File: src/rtl/fp_pkg.sv
// -----------------------------------------------------------------------------
// fp_pkg
// Shared definitions for the fp32 add/sub scheduler:
//   FP_W     - width of one fp32 operand/result word
//   state_t  - scheduler FSM state encoding
//   op_lsb() - LSB position of requester idx's word inside a packed operand bus
// -----------------------------------------------------------------------------
package fp_pkg;

   localparam int FP_W = 32;

   typedef enum logic [1:0] {
      IDLE = 2'd0,
      EXEC = 2'd1,
      RESP = 2'd2
   } state_t;

   // Requester idx owns bits [FP_W*idx + FP_W-1 : FP_W*idx] of req_a/req_b.
   function automatic int op_lsb(input int idx);
      return idx * FP_W;
   endfunction

endpackage

File: src/rtl/fp_addsub_sched_rr_arbiter.sv
// -----------------------------------------------------------------------------
// rr_arbiter
// Combinational NREQ-way round-robin pick. Searches req_valid starting at
// index ptr and wrapping around; the first set bit wins.
// Ports:
//   req_valid  in  NREQ  request vector
//   ptr        in  IW    highest-priority index for this pick
//   grant      out NREQ  one-hot grant (all 0 when nothing is requested)
//   grant_idx  out IW    binary index of the granted requester
//   any_valid  out 1     at least one request bit is set
// -----------------------------------------------------------------------------
module rr_arbiter
   import fp_pkg::*;
#(
   parameter  int NREQ = 4,
   localparam int IW   = $clog2(NREQ)
)(
   input  logic [NREQ-1:0] req_valid,
   input  logic [IW-1:0]   ptr,
   output logic [NREQ-1:0] grant,
   output logic [IW-1:0]   grant_idx,
   output logic            any_valid
);

   always_comb begin
      int          w_idx;
      logic [IW-1:0] w_pos;
      logic        w_found;
      grant     = '0;
      grant_idx = '0;
      any_valid = |req_valid;
      w_found   = 1'b0;
      w_idx     = 0;
      w_pos     = '0;
      for (int k = 0; k < NREQ; k++) begin
         // Modulo by subtraction so non-power-of-two NREQ wraps correctly.
         w_idx = int'(ptr) + k;
         if (w_idx >= NREQ) begin
            w_idx = w_idx - NREQ;
         end
         w_pos = IW'(w_idx);
         if (!w_found && req_valid[w_pos]) begin
            w_found          = 1'b1;
            grant[w_pos]     = 1'b1;
            grant_idx        = w_pos;
         end
      end
   end

endmodule

File: src/rtl/fp_addsub_sched.sv
// -----------------------------------------------------------------------------
// fp_addsub_sched
// Round-robin sequencer sharing one external combinational fp32 add/sub unit
// among NREQ requesters. A granted operand pair is held on the unit for LAT
// cycles, the result and flags are captured, and the response is held until
// the owning requester accepts it. No arithmetic is done here.
// Parameters:
//   NREQ  number of requesters (2..8)
//   LAT   cycles operands are held on the unit before sampling (1..15)
// Ports:
//   clk, rst                  clock, asynchronous active-high reset
//   req_valid/req_ready       per-requester operation handshake
//   req_a/req_b               packed operands, requester i at [32i+31:32i]
//   req_sub                   per-requester 1 = A-B, 0 = A+B
//   rsp_valid/rsp_ready       one-hot response handshake to the owner
//   rsp_s, rsp_over/underflag result word and flags of the current response
//   au_a/au_b/au_sub          operands driven to the shared unit
//   au_s/au_over/au_under     result returned by the shared unit
//   busy                      high whenever the FSM is not IDLE
// -----------------------------------------------------------------------------
module fp_addsub_sched
   import fp_pkg::*;
#(
   parameter int NREQ = 4,
   parameter int LAT  = 1
)(
   input  logic                 clk,
   input  logic                 rst,
   input  logic [NREQ-1:0]      req_valid,
   output logic [NREQ-1:0]      req_ready,
   input  logic [FP_W*NREQ-1:0] req_a,
   input  logic [FP_W*NREQ-1:0] req_b,
   input  logic [NREQ-1:0]      req_sub,
   output logic [NREQ-1:0]      rsp_valid,
   input  logic [NREQ-1:0]      rsp_ready,
   output logic [FP_W-1:0]      rsp_s,
   output logic                 rsp_overflag,
   output logic                 rsp_underflag,
   output logic [FP_W-1:0]      au_a,
   output logic [FP_W-1:0]      au_b,
   output logic                 au_sub,
   input  logic [FP_W-1:0]      au_s,
   input  logic                 au_over,
   input  logic                 au_under,
   output logic                 busy
);

   localparam int IW = $clog2(NREQ);
   localparam int CW = 4;

   state_t            r_state;
   logic [IW-1:0]     r_ptr;
   logic [IW-1:0]     r_own;
   logic [CW-1:0]     r_cnt;
   logic [FP_W-1:0]   r_au_a;
   logic [FP_W-1:0]   r_au_b;
   logic              r_au_sub;
   logic [NREQ-1:0]   r_rsp_valid;
   logic [FP_W-1:0]   r_rsp_s;
   logic              r_rsp_over;
   logic              r_rsp_under;

   logic [NREQ-1:0]   w_grant;
   logic [IW-1:0]     w_gidx;
   logic              w_any;
   logic [NREQ-1:0]   w_own_onehot;

   rr_arbiter #(
      .NREQ (NREQ)
   ) u_arb (
      .req_valid (req_valid),
      .ptr       (r_ptr),
      .grant     (w_grant),
      .grant_idx (w_gidx),
      .any_valid (w_any)
   );

   assign w_own_onehot = NREQ'(1) << r_own;

   // Grant is offered only from IDLE; while rst is high nothing is accepted.
   assign req_ready = (r_state == IDLE && w_any && !rst) ? w_grant : '0;

   always_ff @(posedge clk or posedge rst) begin
      if (rst) begin
         r_state     <= IDLE;
         r_ptr       <= '0;
         r_own       <= '0;
         r_cnt       <= '0;
         r_au_a      <= '0;
         r_au_b      <= '0;
         r_au_sub    <= 1'b0;
         r_rsp_valid <= '0;
         r_rsp_s     <= '0;
         r_rsp_over  <= 1'b0;
         r_rsp_under <= 1'b0;
      end else begin
         case (r_state)
            IDLE: begin
               // Any valid bit means the arbiter's grant handshakes this cycle.
               if (w_any) begin
                  r_au_a   <= req_a[op_lsb(int'(w_gidx)) +: FP_W];
                  r_au_b   <= req_b[op_lsb(int'(w_gidx)) +: FP_W];
                  r_au_sub <= req_sub[w_gidx];
                  r_own    <= w_gidx;
                  r_cnt    <= CW'(LAT - 1);
                  r_state  <= EXEC;
               end
            end
            EXEC: begin
               // Operands stay on au_* for exactly LAT cycles.
               if (r_cnt == '0) begin
                  r_rsp_s     <= au_s;
                  r_rsp_over  <= au_over;
                  r_rsp_under <= au_under;
                  r_rsp_valid <= w_own_onehot;
                  r_state     <= RESP;
               end else begin
                  r_cnt <= r_cnt - 1'b1;
               end
            end
            RESP: begin
               if (rsp_ready[r_own]) begin
                  r_rsp_valid <= '0;
                  r_ptr       <= (int'(r_own) == NREQ - 1) ? '0 : r_own + 1'b1;
                  r_state     <= IDLE;
               end
            end
            default: begin
               r_state <= IDLE;
            end
         endcase
      end
   end

   assign au_a          = r_au_a;
   assign au_b          = r_au_b;
   assign au_sub        = r_au_sub;
   assign rsp_valid     = r_rsp_valid;
   assign rsp_s         = r_rsp_s;
   assign rsp_overflag  = r_rsp_over;
   assign rsp_underflag = r_rsp_under;
   assign busy          = (r_state != IDLE);

endmodule

File: config.mk
export PLATFORM = sky130hd
export DESIGN_NAME = fp_addsub_sched
export DESIGN_NICKNAME = d
export VERILOG_FILES = /design/src/rtl/fp_pkg.sv /design/src/rtl/fp_addsub_sched_rr_arbiter.sv /design/src/rtl/fp_addsub_sched.sv
export SDC_FILE = /design/constraint.sdc
export NUM_CORES = 1
export LEC_CHECK = 0
export CAP_MARGIN = 5
export CORE_AREA = 2 2 160 162
export DETAILED_ROUTE_END_ITERATION = 10
export DIE_AREA = 0 0 162 164
export SLEW_MARGIN = 20
export SYNTH_ARGS = -nofsm -noshare
export SYNTH_HDL_FRONTEND = slang
export SYNTH_HIERARCHICAL = 1
export SYNTH_SLANG_ARGS = --single-unit
File: constraint.sdc
create_clock -name clk -period 3.19 [get_ports clk]
set_input_delay 0.319 -clock clk [delete_from_list [all_inputs] [get_ports clk]]
set_output_delay 0.319 -clock clk [all_outputs]
set_load 0.05 [all_outputs]
==> impl_metrics.yaml <==
outcome:
  status: "complete, no violations"
worst_setup_path:
  cpMostUsedCell: "buf_4"
  crit_path_cell_trace: "inv_1 > ha_1 > mux4_2 > buf_4 > nor3_4 > buf_4 > a22oi_1 > o21ai_1 > and3_1 > buf_12"
  r2r_start: "r_ptr[0]"
  setup.worst_path.start: "r_ptr[0]"
  rr_worst_depth: 10
  cp.depth: 10
  rrSetupSlack_ps: 160
  crit_end: "req_ready[0]"
  critical-path-top-delay-family: "buffers and inverters"
  crit_buf_inv: 4
  cp_data_required_time_ps: 2870
  startpoint_type: "register"
  crit_path_max_fanout: 6
  cpPeakStageDelay_ps: 420
  worst_path_max_delay_cell: "dfrtp_2"
  arrival_ps: 2740
  critPathCaptureType: "output pin"
  worst_r2r_endpoint: "au_b[30]"
  critical_path_class: "reg2out"
finish:
  n_antenna_cell: 0
  stdcell_count: 1188
  syn2layout_area_growth_pct: 82.01
  regArea_um2: 2829
  drive_above_1_share_pct: 29.02
  fin_nets: 1160
  n_fill_cell: 2213
  final_util_pct: 47.93
  multiInputGateArea_um2: 3493
placed_design:
  gp_congestion: 0.7836
  place_inst: 1151
  port_buffers: 411
  dp_hpwl_um: 19470
grt:
  antenna_found_initial: 0
  grt_max_degree: 107
  grt_overflow: 0
  grt_pass1_wl_um: 36040
  grt_pass1_vias: 5885
  grt_usage_pct: 18.33
sta:
  period_minus_slack_ps: 3054
  rsz0062_at_grt: "false"
  setup_viol: 0
  worstMarginPinSlew_ps: 606.0
  post-route-period-util_pct: 95.74
  max-slew-margin-rel_pct: 59.48
  timing.fmax_ghz: 0.3274
  hold_viol: 0
  fin_worst_skew_ps: 10.97
  slew_violations: 0
yosys:
  synth_warnings: 6
  synth_area_um2: 6536
  synthArstFlopShare_pct: 100.0
  yosys.area.top_type: "dfrtp_1"
  synth_fp_nets: 734
  yosys.area.top_type_share_pct: 43.26
  ys.flop_type: "dfrtp_1"
  synth_seq_cells: 113
  synth_edf_count: 0
  synth_area_leaders: "dfrtp_1 43%, mux4_2 24%, mux2_2 16%"
  synthDistinctLibCells: 46
  postSynthAreaPerCell_um2: 15.60
  yosysMostFrequentCell: "dfrtp_1"
  synth_commonest_cells: "113 x dfrtp_1, 93 x mux2_2, 69 x mux4_2"
  syn_inst: 419
  yosysSeqAreaShare_pct: 43.26
clock_network:
  clk_latency_ps: 410
  clock_sinks: 113
  htree_levels: 4
  clkTransAtPathRegs_ps: 60
  cts_buffers: 17
  cts_tree: "done"
  cts_buffer_depth: 2
  holdBufCountCts: 0
  clockRootBuffer: "clkbuf_16"
route:
  wl_um: 25120
  ant_nets: 0
  avgViaCountPerCell: 4.614
  vias: 5481
  wl_per_cell_um: 21.14
  drc: 0
  drt_iter0_drc: 220
  dr.pass1.iters: 4
floorplan:
  design.die.area_um2: 26570
  start_util_pct: 26.34
  fp-row-count: 58
  die_x_um: 162
  io_pins: 412
  coreArea_um2: 24820
  die_h_um: 164
power_and_ir_drop:
  vdd_drop_max_mv: 0.7203
  power_leakage_nw: 4.655
  power_density_nw_per_um2: 1233
flow_run:
  max-cap-violations: 0
worst_hold_path:
  hold_class: "in2async"
-- kinds of logic (layout without fill, tap and decap cells) --
kind of cell / Yosys count / count (layout) / synth area share [%]
muxes: 179 / 179 / 43.30
DFF: 113 / 113 / 43.26
buffers and inverters: 43 / 482 / 3.867
and+or+nand+nor: 39 / 39 / 3.829
AOI/OAI and AO/OA: 34 / 34 / 3.637
adders and majority gates: 11 / 11 / 2.106
-- per-stage QoR --
stage,TNS [ps],hold WS [ps],worst slack [ps],instance area (um^2),power (mW)
after floorplan,0,470.6,25.97,6540,9.419
after global placement,-15740,487.2,-293.1,11200,12.45
after detailed placement,-16480,492.0,-323.9,11200,12.56
after CTS,0,229.7,36.87,11840,14.70
after global routing,0,247.5,21.69,11900,15.46
final,0,235.4,135.9,11900,14.67
-- registers in the layout (all words and copies together), names as in the netlist --
| name | flops |
|---|---|
| au_a | 32 |
| au_b | 32 |
| rsp_s | 32 |
| r_cnt | 4 |
| rsp_valid | 4 |
| r_own | 2 |
| r_ptr | 2 |
| r_state | 2 |
| au_sub | 1 |
| rsp_overflag | 1 |
| rsp_underflag | 1 |
-- per-layer routing --
metal / vias up / part of all wire [%] / track usage [%]
li1: 2504 / - / -
met1: 2720 / 40 / 21.96
met2: 242 / 52 / 32.19
met3: 15 / 7.2 / 6.263
met4: 0 / 0.86 / 3.540
met5: - / 0 / 0
-- layout by cell type (no fill, tap or decap), types with 2 or more instances in the layout --
cell type        instances
clkdlybuf4s50_1        407
dfrtp_1                112
mux2_2                  93
mux4_2                  69
buf_4                   19
clkbuf_16               18
buf_12                  13
ha_1                    11
o21ai_0                 10
inv_1                    9
mux2_4                   8
a22oi_1                  8
nand2_1                  7
mux2i_1                  6
nand3_1                  5
nor2_1                   5
o2bb2ai_1                4
clkinvlp_4               4
and3_1                   4
inv_6                    4
bufinv_16                3
clkinv_4                 3
nand3b_1                 2
nor3_1                   2
mux2_1                   2
o311ai_0                 2
-- final cells by class --
class,count,area share (%)
repair buffers,440,37.84
multi-input cells,263,29.36
flip-flops and latches,113,23.78
clock buffers,18,3.692
well taps,330,3.471
clock inverters,14,1.504
inverters,10,0.3471
-- worst reg2reg max path, cell delays in order (launching register included) --
cell and delay (ps):
dfrtp_2 420, inv_1 90, ha_1 410, mux4_2 400
nor2b_4 160, o21ai_0 140, o31ai_4 110, buf_12 180
buf_12 200, mux4_2 550, mux2_2 270
-- how the worst min path moves through the flow --
stage                         to  cells past startpoint
global route            au_a[20]                      2
CTS                     au_a[31]                      2
finish                  au_a[31]                      2
detailed placement      au_a[29]                      1
global placement          au_sub                      1
floorplan           rsp_overflag                      1
-- repair_timing --
item,4_1_cts,5_1_grt
buffers inserted,2,2
resized for setup,0,1
endpoints found under the setup margin,63,59
hold endpoints to repair,0,0
pin swaps,1,1
cloned,0,1
-- where the power goes --
part | leakage (nW) | switching [mW] | internal (mW) | total (mW)
Combinational | 3.02 | 5.19 | 4.82 | 10.0
Sequential | 1.34 | 0.460 | 2.20 | 2.66
Clock | 0.294 | 0.749 | 1.26 | 2.01
(Power assumes the default switching activity.)
